===== config.mk =====
export PLATFORM = sky130hd
export DESIGN_NAME = fifo_rd_word_packer
export DESIGN_NICKNAME = d
export VERILOG_FILES = /design/src/rtl/fifo_rd_word_packer.sv
export SDC_FILE = /design/constraint.sdc
export NUM_CORES = 1
export LEC_CHECK = 0
export ABC_AREA = 1
export BUFFER_PORTS_ARGS = -buffer_cell sky130_fd_sc_hd__buf_4
export CELL_PAD_IN_SITES_DETAIL_PLACEMENT = 1
export CELL_PAD_IN_SITES_GLOBAL_PLACEMENT = 2
export CORE_AREA = 10 10 103 105
export DETAILED_ROUTE_END_ITERATION = 10
export DIE_AREA = 0 0 113 115
export GPL_ROUTABILITY_DRIVEN = 0
export PLACE_DENSITY_LB_ADDON = 0.15
export RECOVER_POWER = 25
export SYNTH_ARGS = -nofsm -noshare
export SYNTH_HDL_FRONTEND = slang
export SYNTH_SLANG_ARGS = --single-unit

===== constraint.sdc =====
create_clock -name clk_read -period 1.74 [get_ports clk_read]
set_input_delay 0.087 -clock clk_read [delete_from_list [all_inputs] [get_ports clk_read]]
set_output_delay 0.087 -clock clk_read [all_outputs]
set_load 0.02 [all_outputs]

===== src/rtl/fifo_rd_word_packer.sv =====
// Read-side FIFO consumer: pops bytes (1-cycle read latency), packs BYTES of them
// into a word and offers it on a valid/ready port, with flush of partial words.
module fifo_rd_word_packer #(
  parameter int unsigned BYTES = 2,
  parameter int unsigned CNT_W = 16
) (
  input  logic                 clk_read,
  input  logic                 rst,
  input  logic [7:0]           fifo_data,
  input  logic                 fifo_empty,
  output logic                 fifo_rd_en,
  input  logic                 flush,
  output logic [BYTES*8-1:0]   out_data,
  output logic [3:0]           out_nbytes,
  output logic                 out_valid,
  input  logic                 out_ready,
  output logic [CNT_W-1:0]     word_cnt
);

  localparam int unsigned IDX_W  = (BYTES > 1) ? $clog2(BYTES) : 1;
  localparam int unsigned WORD_W = BYTES * 8;
  localparam logic [IDX_W-1:0] LAST_IDX = IDX_W'(BYTES - 1);

  typedef enum logic [1:0] {S_REQ, S_CAP, S_OUT} state_t;

  state_t              r_state;
  state_t              w_next;
  logic [IDX_W-1:0]    r_idx;
  logic [WORD_W-1:0]   r_word;
  logic [WORD_W-1:0]   w_word;
  logic [WORD_W-1:0]   r_out_data;
  logic [3:0]          r_out_nbytes;
  logic                r_out_valid;
  logic [CNT_W-1:0]    r_word_cnt;
  logic                w_last;
  logic                w_hs;
  logic                w_pop;
  logic                w_flush_go;

  assign w_last = (r_idx == LAST_IDX);
  assign w_hs   = r_out_valid & out_ready;

  // State register
  always_ff @(posedge clk_read) begin
    if (rst) r_state <= S_REQ;
    else     r_state <= w_next;
  end

  // Next-state logic
  always_comb begin
    w_next = r_state;
    case (r_state)
      S_REQ: begin
        if (w_pop)           w_next = S_CAP;
        else if (w_flush_go) w_next = S_OUT;
      end
      S_CAP: begin
        if (w_last)     w_next = S_OUT;
        else if (w_pop) w_next = S_CAP;
        else            w_next = S_REQ;
      end
      S_OUT: begin
        if (w_hs) w_next = w_pop ? S_CAP : S_REQ;
      end
      default: w_next = S_REQ;
    endcase
  end

  // Mealy outputs: pop request and flush strobe, never popping an empty FIFO
  always_comb begin
    w_pop      = 1'b0;
    w_flush_go = 1'b0;
    if (!rst) begin
      case (r_state)
        S_REQ: begin
          w_pop      = !fifo_empty;
          w_flush_go = fifo_empty & flush & (r_idx != '0);
        end
        S_CAP:   w_pop = !w_last & !fifo_empty;
        S_OUT:   w_pop = w_hs & !fifo_empty;
        default: w_pop = 1'b0;
      endcase
    end
  end

  assign fifo_rd_en = w_pop;

  // Word being assembled with the incoming byte dropped into slot idx
  always_comb begin
    w_word = r_word;
    for (int k = 0; k < int'(BYTES); k++) begin
      if (r_idx == IDX_W'(k)) w_word[8*k +: 8] = fifo_data;
    end
  end

  // Datapath; r_word keeps unfilled slots at zero so a flushed word is zero-padded
  always_ff @(posedge clk_read) begin
    if (rst) begin
      r_idx        <= '0;
      r_word       <= '0;
      r_out_data   <= '0;
      r_out_nbytes <= '0;
      r_out_valid  <= 1'b0;
      r_word_cnt   <= '0;
    end else begin
      case (r_state)
        S_REQ: begin
          if (w_flush_go) begin
            r_out_data   <= r_word;
            r_out_nbytes <= 4'(r_idx);
            r_out_valid  <= 1'b1;
            r_idx        <= '0;
            r_word       <= '0;
          end
        end
        S_CAP: begin
          if (w_last) begin
            r_out_data   <= w_word;
            r_out_nbytes <= 4'(BYTES);
            r_out_valid  <= 1'b1;
            r_idx        <= '0;
            r_word       <= '0;
          end else begin
            r_word <= w_word;
            r_idx  <= r_idx + IDX_W'(1);
          end
        end
        S_OUT: begin
          if (w_hs) begin
            r_out_valid <= 1'b0;
            r_word_cnt  <= r_word_cnt + CNT_W'(1);
          end
        end
        default: ;
      endcase
    end
  end

  assign out_data   = r_out_data;
  assign out_nbytes = r_out_nbytes;
  assign out_valid  = r_out_valid;
  assign word_cnt   = r_word_cnt;

endmodule


==> reports/metrics.yaml <==
critical_path:
  cp-end-kind: "output port"
  cp.arrival_ps: 1590
  reg2reg_depth: 9
  cp_max_fo: 4
  crit_type: "flip-flop to output port"
  start_kind: "flip-flop"
  crit_start: "r_state[0]"
  r2r_slack_ps: 160
  crit_required_ps: 1650
  r2r-start: "r_state[1]"
  reg2reg_to: "out_data[1]"
timing:
  clock_skew_ps: 8.56
  final.setup.worst_slack_ps: 58.7
  timing.fmax_mhz: 595
  finalSetupViolations: 0
  final-hold-violation-count: 0
  maxSlewViolCount: 0
  period_minus_slack_ps: 1680
  min_period_over_period_pct: 96.6
global_routing:
  track_usage_pct: 11.3
  grt.overflow.total: 0
  use_met2_pct: 19.4
  grtUsageMet1_pct: 13.9
  busiest_layer: "met2"
  met3_usage_pct: 2.81
  antenna_found_initial: 0
  grt_pass1_vias: 2540
  grt_pass1_wl_mm: 12.3
  grt_start_max_net_pins: 31
drt:
  drtIter0Drc: 68
  viasPerCell: 4.61
  ant_nets: 0
  firstDrtPassIters: 4
  wl_per_cell_um: 13.9
  wl_mm: 7.17
  drc: 0
  vias: 2383
clocking:
  clock_latency_ps: 310
  htreeDepth: 2
  clk_pin_slew_ps: 110
  cts_buffer_depth: 2
  root_buffer: "clkbuf_8"
  hold_buffers: 0
  cts_tree: "done"
  clock-sinks: 54
  cts_buffers: 5
yosys:
  ys_seq_elements: 54
  ys_seq_area_share_pct: 44.3
  syn_inst: 347
  synth_cell_types: 29
  yosys-top-cells-area: "dfxtp_1 44%, nand2_1 13%, nor2_1 9.2%"
  postSynthAreaPerCell_sq_um: 7.04
  synth_edf_count: 0
  synthFlopType: "dfxtp_1"
  yosys.area.top_type_share_pct: 44.3
  ys_warn_count: 0
  ys_async_sr_fraction_pct: 0
  synthesis.area_sq_mm: 0.00244
  synth_largest_area_cell: "dfxtp_1"
run:
  maxCapViolCount: 0
place:
  dp.cells: 504
  port_buffers: 48
  dp_hpwl_mm: 5.46
  dp_slack_ps: -73.8
worst_hold_path:
  whs_path_depth: 3
  min_to: "r_word[0]"
  hold_path.class: "primary input to flip-flop"
  worstHoldStart: "fifo_data[0]"
floorplan:
  core-area_sq_mm: 0.00855
  dieArea_sq_mm: 0.0130
  ios: 51
  placementRows: 34
  die_y_um: 115
  initial_core_util_pct: 28.6
  die_w_um: 113
final_layout:
  num_antenna_cells: 0
  fillCellCount: 1111
  multi_input_area_sq_mm: 0.00118
  fin_nets: 426
  instances_no_fill: 517
  drive_gt1_share_pct: 17.8
  syn2layout_area_growth_pct: 25.8
  seqCellArea_sq_mm: 0.00108
outcome:
  status: "complete, no violations"
power:
  p_leak_uw: 0.00126
  power_density_mw_per_mm2: 994
  peakVddDrop_uv: 379
[what timing repair did]
item / CTS / global route
setup endpoints to repair: 19 / 18
gates cloned: 0 / 0
gates resized for setup: 7 / 9
pin swaps: 1 / 1
buffers inserted: 4 / 1
[cell families after synthesis]
logic type / Yosys count / share of synthesized area (%)
AND/OR/NAND/NOR: 183 / 31.9
buffers and inverters: 49 / 8.81
other: 1 / 0.154
flip-flops: 54 / 44.3
adder cells (fa/ha/maj): 5 / 2.56
AO/OA/AOI/OAI: 55 / 12.3
[critical path: stages, from the launching register on]
cell	delay, ps
dfxtp_4	380
inv_2	40
ha_2	190
buf_4	150
o211ai_1	190
nand2_1	110
nand3_2	70
inv_2	40
buf_6	120
[metal layers]
layer  up-vias  wire [um]
met5         -          0
met4         0         40
met3         2        284
met2        36       3420
met1      1128       3430
li1       1217          -
[cells in the mapped netlist (2+ instances only)]
cell type	count
a21oi_1	22
buf_2	3
buf_4	2
buf_6	2
clkbuf_1	5
dfxtp_1	54
ha_1	5
inv_1	33
inv_2	3
nand2_1	86
nand2_4	2
nand3_1	20
nand4_1	3
nor2_1	60
nor2_4	2
nor3_1	7
o211ai_1	2
o21ai_0	22
o21ai_1	4
[cell usage in the layout, fill, tap and decap left out, drive strengths merged, types with 2 or more instances in the layout]
| cell | instances |
|---|---|
| nand4 | 3 |
| inv | 37 |
| o211ai | 2 |
| nor2 | 63 |
| a21oi | 22 |
| ha | 5 |
| buf | 43 |
| nor3 | 7 |
| o21ai | 28 |
| nand2 | 88 |
| conb | 2 |
| nand3 | 21 |
| clkbuf | 28 |
| dfxtp | 54 |
[worst max path at each step]
stage	slack (ps)	cells past startpoint	end
after global placement	-50	9	out_data[0]
after detailed placement	-70	9	out_data[3]
after global routing	-9	9	fifo_rd_en
after CTS	10	9	fifo_rd_en
final	60	8	fifo_rd_en
after floorplan	200	11	out_data[4]
[through the flow]
step / area (sq um) / util (%) / total power, uW / hold slack, ps / setup TNS (ps)
2_1_floorplan: 2450 / - / 1950 / 230 / 0
3_3_place_gp: 2970 / 34.8 / 2260 / 363 / -265
3_5_place_dp: 2970 / 34.8 / 2270 / 364 / -523
4_1_cts: 3120 / 36.5 / 3120 / 16.2 / 0
5_1_grt: 3070 / 35.9 / 3250 / 31.9 / -9.00
6_report: 3070 / 35.9 / 3050 / 35.0 / 0
[registers in the layout, summed over array words and instances, names as in the netlist]
signal and cells:
word_cnt 16, out_valid 1, out_data 16, out_nbytes 2, r_state 2, r_word 16
r_idx 1
[final cells by class]
class | instances | area share [%]
clock buffers | 6 | 2.69
clock inverters | 2 | 0.530
inverters | 37 | 4.93
multi-input cells | 245 | 38.4
flip-flops and latches | 54 | 35.3
well taps | 108 | 4.40
repair buffers | 65 | 13.7
[report_power, final]
part           internal (uW)  switching [uW]
combinational            326             571
clock                    329             446
sequential              1320            60.5
total                   1980            1080
No activity file was read; power rests on OpenSTA's default activity.
